**src/rtl/regfile_wb_arbiter.sv**
```systemverilog
// ---------------------------------------------------------------------------
// regfile_wb_arbiter
//   Shares the single regfile write port among NREQ write-back sources using
//   round-robin arbitration. The winning write is captured in a one-entry
//   registered stage that drives the regfile (rf_wen / rf_index_rd /
//   rf_data_rd). The compile-time option WB_BYPASS_EN adds a read-bypass
//   lookup so decode can see the staged, not-yet-written value.
//
// Ports
//   clk, rstn            clock (rising edge), asynchronous active-low reset
//   req_valid[NREQ]      requester i holds a write
//   req_ready[NREQ]      one-hot combinational grant (accept = valid & ready)
//   req_rd[NREQ*5]       dest index, requester i at [5i+4:5i]
//   req_data[NREQ*XLEN]  write data, requester i at [XLEN*i +: XLEN]
//   rf_stall             hold the output stage, no new grant
//   rf_wen/rf_index_rd/rf_data_rd   registered regfile write port
//   index_rs1/2, byp_hit1/2, byp_data1/2   bypass lookup (WB_BYPASS_EN only)
//
// XLEN comes from the `XLEN macro; 32 is used when it is not defined.
// ---------------------------------------------------------------------------
`ifndef XLEN
`define XLEN 32
`endif

module regfile_wb_arbiter #(
    parameter int NREQ = 3
) (
    input  logic                  clk,
    input  logic                  rstn,
    input  logic [NREQ-1:0]       req_valid,
    output logic [NREQ-1:0]       req_ready,
    input  logic [NREQ*5-1:0]     req_rd,
    input  logic [NREQ*`XLEN-1:0] req_data,
    input  logic                  rf_stall,
    output logic                  rf_wen,
    output logic [4:0]            rf_index_rd,
    output logic [`XLEN-1:0]      rf_data_rd
`ifdef WB_BYPASS_EN
    ,
    input  logic [4:0]            index_rs1,
    input  logic [4:0]            index_rs2,
    output logic                  byp_hit1,
    output logic                  byp_hit2,
    output logic [`XLEN-1:0]      byp_data1,
    output logic [`XLEN-1:0]      byp_data2
`endif
);

    localparam int XLEN = `XLEN;
    localparam int PW   = (NREQ > 1) ? $clog2(NREQ) : 1;

    logic [PW-1:0]   rr_ptr_q, rr_ptr_d;
    logic            wen_q, wen_d;
    logic [4:0]      idx_q, idx_d;
    logic [XLEN-1:0] data_q, data_d;

    logic [PW:0]     scan_s;
    logic [PW-1:0]   grant_idx_s;
    logic            grant_found_s;
    logic            accept_s;
    logic [4:0]      sel_rd_s;
    logic [XLEN-1:0] sel_data_s;

    // Find the first valid requester scanning rr_ptr, rr_ptr+1, ... mod NREQ.
    always_comb begin
        grant_found_s = 1'b0;
        grant_idx_s   = '0;
        scan_s        = '0;
        for (int k = 0; k < NREQ; k++) begin
            scan_s = {1'b0, rr_ptr_q} + (PW+1)'(k);
            // rr_ptr and k are both below NREQ, so one subtraction wraps.
            if (scan_s >= (PW+1)'(NREQ)) begin
                scan_s = scan_s - (PW+1)'(NREQ);
            end else begin
                scan_s = scan_s;
            end
            if (!grant_found_s && req_valid[scan_s[PW-1:0]]) begin
                grant_found_s = 1'b1;
                grant_idx_s   = scan_s[PW-1:0];
            end else begin
                grant_found_s = grant_found_s;
            end
        end
    end

    // One-hot grant; suppressed while stalled or held in reset.
    always_comb begin
        req_ready = '0;
        if (rstn && !rf_stall && grant_found_s) begin
            req_ready[grant_idx_s] = 1'b1;
        end else begin
            req_ready = '0;
        end
    end

    assign accept_s   = |req_ready;
    assign sel_rd_s   = req_rd[5*int'(grant_idx_s) +: 5];
    assign sel_data_s = req_data[XLEN*int'(grant_idx_s) +: XLEN];

    // Next state of the output stage and the round-robin pointer.
    always_comb begin
        rr_ptr_d = rr_ptr_q;
        wen_d    = wen_q;
        idx_d    = idx_q;
        data_d   = data_q;
        if (rf_stall) begin
            // Stage and pointer hold; a FULL entry keeps wen high.
            wen_d = wen_q;
        end else if (accept_s) begin
            // Writes to x0 are accepted but never reach the regfile.
            wen_d  = (sel_rd_s != 5'd0);
            idx_d  = sel_rd_s;
            data_d = sel_data_s;
            if (grant_idx_s == PW'(NREQ-1)) begin
                rr_ptr_d = '0;
            end else begin
                rr_ptr_d = grant_idx_s + PW'(1);
            end
        end else begin
            wen_d = 1'b0;
        end
    end

    // Stage and pointer registers.
    always_ff @(posedge clk or negedge rstn) begin
        if (!rstn) begin
            rr_ptr_q <= '0;
            wen_q    <= 1'b0;
            idx_q    <= 5'd0;
            data_q   <= '0;
        end else begin
            rr_ptr_q <= rr_ptr_d;
            wen_q    <= wen_d;
            idx_q    <= idx_d;
            data_q   <= data_d;
        end
    end

    assign rf_wen      = wen_q;
    assign rf_index_rd = idx_q;
    assign rf_data_rd  = data_q;

`ifdef WB_BYPASS_EN
    // Bypass lookup against the staged write; x0 never hits.
    always_comb begin
        byp_hit1 = wen_q && (idx_q == index_rs1) && (index_rs1 != 5'd0);
        byp_hit2 = wen_q && (idx_q == index_rs2) && (index_rs2 != 5'd0);
        if (byp_hit1) begin
            byp_data1 = data_q;
        end else begin
            byp_data1 = '0;
        end
        if (byp_hit2) begin
            byp_data2 = data_q;
        end else begin
            byp_data2 = '0;
        end
    end
`endif

endmodule

```
**config.mk**
```make
export PLATFORM = sky130hd
export DESIGN_NAME = regfile_wb_arbiter
export DESIGN_NICKNAME = d
export VERILOG_FILES = /design/src/rtl/regfile_wb_arbiter.sv
export SDC_FILE = /design/constraint.sdc
export NUM_CORES = 1
export LEC_CHECK = 0
export ABC_AREA = 1
export CORE_MARGIN = 2
export CORE_UTILIZATION = 25
export DETAILED_ROUTE_END_ITERATION = 12
export PLACE_DENSITY_LB_ADDON = 0.15
export SLEW_MARGIN = 20
export SYNTH_ARGS = -nofsm -noshare
export SYNTH_HDL_FRONTEND = slang
export SYNTH_SLANG_ARGS = --single-unit
```
**constraint.sdc**
```tcl
create_clock -name clk -period 2.7 [get_ports clk]
set_input_delay 0.54 -clock clk [delete_from_list [all_inputs] [get_ports clk]]
set_output_delay 0.54 -clock clk [all_outputs]
set_load 0.02 [all_outputs]
```
==> run_results.csv, run 1 <==
group,metric,value,unit
finish,area_growth,73.6,%
yosys,syn_nets,506,
yosys,synthCells,385,
detailed_routing,wl,8940,µm
cts,cts.sinks,40,
finish,finalInstanceArea,4600,µm²
run_status,outcome,"complete, no violations",
place,placed_area,4430,µm²
die,num_io_pins,158,
timing,timing.final.ws_setup,0.101,ns
timing,skew,0.00949,ns
timing,slew-limit-headroom,65.4,%
place,finalWeightedCongestion,0.769,
detailed_routing,wire_per_inst,12.9,µm
yosys,synth_xor_area_share,0,%
power_and_ir_drop,power.density,1260,nW/µm²
power_and_ir_drop,vdd_drop_max,525,µV
timing,worst_pin_slew,0.519,ns
yosys,synth_mux_area_share,0,%
timing,min_period_over_period,96.2,%
job,cap_violations,0,
cts,clock_latency,0.29,ns
critical_path,crit_required,2.16,ns
detailed_routing,route.detailed.drc,0,
timing,drv_slew,0,
die,rows,37,
detailed_routing,num_vias,2998,
yosys,avgSynthCellArea,6.88,µm²
place,place_inst,684,
cts,clkTransAtPathRegs,0.09,ns
yosys,synthAdderAreaFrac,1.89,%
place,portBuffers,157,
place,place_ws,-0.304,ns
yosys,synth-compound-area-share,6.80,%
yosys,synth_top_family_by_area,"simple AND/OR/NAND/NOR gates",
cts,clk_root_buffer_cell,"clkbuf_8",
finish,layout.cells.non_filler,695,
cts,clockBufferDepth,2,
timing,period_needed,2.60,ns
timing,fmax,385,MHz
die,die_area,11400,µm²
yosys,ys_ff_latch,40,
detailed_routing,drtIter0Drc,143,
detailed_routing,ant_nets,0,
finish,layout-drive-gt1-share,12.5,%
min_path,hp-class,"in -> async",
global_routing,antenna_found_initial,0,
die,coreArea,10300,µm²
finish,n_antenna_cell,0,
place,place_hpwl,6820,µm
critical_path,path_class,"in -> out",
finish,final_core_util,44.6,%
finish,final_nets,679,
yosys,ys_warn_count,0,
critical_path,start_kind,"primary input",
timing,rsz0062_at_grt,"false",
die,dieHeight,107,µm
cts,h-tree-depth,2,
detailed_routing,drt-vias-per-instance,4.31,
global_routing,grt_pass1_wl,14200,µm
yosys,synth_seq_area_share,37.8,%
global_routing,grt_pass1_vias,2986,
timing,hold_viol_final,0,
timing,hold_ws,0.368,ns
critical_path,cp-end-kind,"output port",
yosys,synthSimpleGateAreaFrac,45.4,%
cts,cts_tree,"done",
global_routing,grt_use_total,15.6,%
die,die_w,107,µm
timing,setup_viol,0,
yosys,syn_area,2650,µm²
die,initial_core_util,25.7,%
global_routing,grt_max_degree,41,
critical_path,critPathArrivalTime,2.06,ns
detailed_routing,dr.pass1.iters,4,
yosys,synth.distinct_cells,23,
global_routing,gr-total-overflow,0,
power_and_ir_drop,cellLeakagePower,0.00220,µW
critical_path,critPathMaxFanout,7,
cts,cts_buffers,5,
power breakdown:
group          internal [µW]  leakage (µW)  switching [µW]
Clock                    302     0.0000614             218
Sequential               878      0.000506             150
Combinational           1790       0.00163            2480
Total                   2970       0.00220            2850
layer usage:
layer,routed length [µm],up-vias,track usage (%)
met1,3800,1319,18.8
met2,4290,111,27.8
met5,0,-,0
li1,-,1562,-
met4,56,0,2.78
met3,789,6,4.62
logic make-up after synthesis:
family	Yosys count
and+or+nand+nor	284
DFF	40
buffers and inverters	34
AOI/OAI and AO/OA	23
adders and majority gates	4
repair_timing:
action	4_1_cts	5_1_grt
endpoints found under the setup margin	3	31
hold buffers	0	0
resized for setup	12	13
setup buffers	0	3
pin swaps	1	2
flip-flops by register name (all words and copies together) (netlist names):
signal / count
rf_data_rd: 32
rr_ptr_q: 2
rf_wen: 1
rf_index_rd: 5
through the flow:
stage | total power (µW) | TNS, ns
after floorplan | 3750 | 0
after global placement | 5250 | -1.22
after detailed placement | 5270 | -2.05
after CTS | 5830 | 0
after global routing | 6420 | 0
final | 5810 | 0
cell usage in the layout, fill, tap and decap left out, types with 2 or more instances in the layout:
cell type | netlist | final
ha_1 | 4 | 2
ha_4 | 0 | 2
nor2_2 | 1 | 2
nand2_4 | 2 | 2
nor2_4 | 3 | 3
buf_4 | 2 | 26
nor2_1 | 8 | 7
nand3_1 | 41 | 41
clkbuf_8 | 0 | 6
inv_2 | 4 | 7
dfrtp_1 | 40 | 40
clkdlybuf4s50_1 | 0 | 153
a22oi_1 | 17 | 17
buf_2 | 7 | 3
nand2_2 | 10 | 11
nand2_1 | 216 | 215
inv_1 | 11 | 8
o21ai_0 | 3 | 2
layout make-up:
type                    instances  area (µm²)
flip-flops and latches         40        1000
clock inverters                 2        38.8
well taps                     136         170
inverters                      16        65.1
multi-input cells             311        1470
repair buffers                184        1770
clock buffers                   6        82.6
fillers                      1020        5720
Yosys cell counts:
master / count / area share [%]
a21boi_0: 1 / 0.28
a22oi_1: 17 / 4.8
a31oi_4: 1 / 0.80
buf_2: 7 / 1.3
buf_4: 2 / 0.57
buf_6: 9 / 3.8
dfrtp_1: 40 / 38
ha_1: 4 / 1.9
inv_1: 11 / 1.6
inv_2: 4 / 0.57
inv_6: 1 / 0.33
nand2_1: 216 / 31
nand2_2: 10 / 2.4
nand2_4: 2 / 0.85
nand3_1: 41 / 7.7
nand3_4: 1 / 0.66
nand3b_1: 1 / 0.28
nand4_1: 1 / 0.24
nor2_1: 8 / 1.1
nor2_2: 1 / 0.24
nor2_4: 3 / 1.3
o21ai_0: 3 / 0.57
o21ai_2: 1 / 0.33
worst max-delay path, cell delays in order:
cell             delay, ns
clkdlybuf4s50_1       0.52
inv_2                 0.07
o21ai_4               0.15
nand2_4               0.10
buf_4                 0.14
nand3_1               0.10
nand3_1               0.13
inv_1                 0.08
nand2_1               0.05
inv_1                 0.04
buf_2                 0.15
final timing paths:
| kind | from | to | slack [ns] | cells past startpoint |
|---|---|---|---|---|
| min in group clk | rf_data_rd[0] | rf_data_rd[0] | 0.48 | 2 |
| max reg2reg | rr_ptr_q[1] | rr_ptr_q[0] | 0.27 | 14 |
| max in group asynchronous | rstn | rf_data_rd[25] | 1.96 | 2 |
| max | req_valid[2] | req_ready[0] | 0.10 | 11 |
| min reg2reg | rf_data_rd[0] | rf_data_rd[0] | 0.48 | 2 |
| min | rstn | rf_wen | 0.37 | 2 |
(Power assumes the default switching activity.)
==> run 2: changes to the inputs <==
Settings changed: CORE_ASPECT_RATIO set to 0.8, SKIP_CTS_REPAIR_TIMING set to 1.
==> run 2 against run 1 <==
Net effect: final area down 0.68%; wire length down 0.49%; clock skew down 0.0058 ns; register-to-register slack about the same; setup slack better by 0.039 ns; count of clock-buffer cells in the layout up 1; non-clock buffer count down 3; sequential share of layout area up 0.15 points; core utilization down 0.12 points; highest routed layer unchanged.
==> run_results.csv, run 2 (synthesis gave the netlist of run 1 again) <==
group,metric,value,unit
min_path,hp-class,"in -> async",
critical_path,path_class,"in -> out",
die,rows,33,
global_routing,gr-total-overflow,0,
detailed_routing,route.detailed.drc,0,
critical_path,crit_required,2.16,ns
finish,fillers,1054,
finish,multi_input_area,1440,µm²
detailed_routing,ant_nets,0,
cts,clk_root_buffer_cell,"clkbuf_16",
timing,min_period_over_period,94.8,%
critical_path,cp_common_cell,"nand2_1",
detailed_routing,drtIter0Drc,132,
detailed_routing,wire_per_inst,12.8,µm
critical_path,critPathArrivalTime,2.02,ns
finish,final_common_cell,"nand2_1",
place,finalWeightedCongestion,0.785,
critical_path,critPathMaxStageDelay,0.52,ns
critical_path,cp-end-kind,"output port",
cts,cts_tree,"done",
cts,clkTransAtPathRegs,0.06,ns
timing,skew,0.00368,ns
die,dieHeight,96.1,µm
timing,rsz0062_at_grt,"false",
finish,largest_register_ffs,32,
finish,final_core_util,44.4,%
die,initial_core_util,25.8,%
die,coreArea,10300,µm²
power_and_ir_drop,total_power,5790,µW
power_and_ir_drop,vdd_drop_max,495,µV
die,num_io_pins,158,
global_routing,grt_max_degree,41,
timing,period_needed,2.56,ns
timing,hold_viol_final,0,
critical_path,critPathMaxFanout,8,
finish,layout_common_cells,"nand2_1 (216), clkdlybuf4s50_1 (153), nand3_1 (41)",
detailed_routing,dr.pass1.iters,4,
global_routing,grt_pass1_vias,2986,
job,cap_violations,0,
cts,clockBufferDepth,2,
timing,drv_slew,0,
timing,timing.final.ws_setup,0.140,ns
detailed_routing,drt-vias-per-instance,4.42,
detailed_routing,num_vias,3074,
global_routing,grt_use_total,15.6,%
finish,seq_area,1000,µm²
die,die_w,119,µm
cts,cts.sinks,40,
run_status,outcome,"complete, no violations",
critical_path,path_cells,"clkdlybuf4s50_1, nand2_1, nand3_4, nand2_4, nand2_1, nand2_1, nand2_2, nand2_4, nor2_4, nand2_1, inv_1, buf_4",
timing,fmax,391,MHz
global_routing,grt_pass1_wl,14400,µm
global_routing,antenna_found_initial,0,
timing,worst_pin_slew,0.521,ns
critical_path,crit_path_top_delay_cell,"clkdlybuf4s50_1",
timing,slew-limit-headroom,65.3,%
detailed_routing,wl,8900,µm
finish,layout-drive-gt1-share,11.3,%
finish,final_nets,676,
cts,h-tree-depth,2,
power_and_ir_drop,cellLeakagePower,0.00218,µW
place,place_hpwl,6810,µm
power_and_ir_drop,power.density,1270,nW/µm²
place,place_ws,-0.321,ns
finish,n_antenna_cell,0,
timing,setup_viol,0,
die,die_area,11400,µm²
place,portBuffers,157,
cts,clock_latency,0.28,ns
finish,area_growth,72.4,%
critical_path,start_kind,"primary input",
cts,cts_buffers,5,
-- run 2: cell count changes in the layout (fill, tap and decap cells not counted), sizes merged --
cell	delta
buf	-5
bufinv	-1
clkinvlp	+1
clkbuf	+3
clkinv	-1
-- run 2: power breakdown --
part | switching (µW) | internal [µW]
logic | 2490 | 1690
registers | 145 | 880
clock network | 228 | 368
total | 2860 | 2930
-- run 2: critical path, delay by kind of cell --
kind	cells	cell delay, ns
buffers and inverters	3	0.69
and+or+nand+nor	9	0.78
-- run 2: layer usage --
layer / up-vias / share of wire (%) / track usage, %
li1: 1561 / - / -
met1: 1378 / 43 / 19.2
met2: 131 / 47 / 28.1
met3: 4 / 9.1 / 4.50
met4: 0 / 0.28 / 1.79
met5: - / 0 / 0
-- run 2: path summary, 6_finish.rpt --
path	start	to	slack, ns	cells after the start
max in group asynchronous	rstn	rf_data_rd[1]	1.96	2
min	rstn	rr_ptr_q[0]	0.38	2
max	req_valid[1]	req_ready[0]	0.14	12
min in group clk	rf_data_rd[8]	rf_data_rd[8]	0.47	2
max reg2reg	rr_ptr_q[0]	rr_ptr_q[0]	0.28	14
min reg2reg	rf_data_rd[8]	rf_data_rd[8]	0.47	2
-- run 2: cell type report --
type	instances	area share [%]
Timing Repair Buffer	181	38.0
Multi-Input combinational cell	311	31.5
Sequential cell	40	21.9
Tap cell	140	3.83
Clock buffer	7	3.12
Inverter	16	1.42
Clock inverter	1	0.164
-- run 2: through the flow --
| stage | instance area (µm²) | setup TNS [ns] | instances | hold slack, ns |
|---|---|---|---|---|
| 2_1_floorplan | 2650 | 0 | 385 | 0.244 |
| 3_3_place_gp | 4410 | -1.98 | 687 | 0.453 |
| 3_5_place_dp | 4410 | -3.47 | 687 | 0.462 |
| 4_1_cts | 4560 | -1.06 | 695 | 0.410 |
| 5_1_grt | 4570 | 0 | 696 | 0.424 |
| 6_report | 4570 | 0 | 696 | 0.380 |
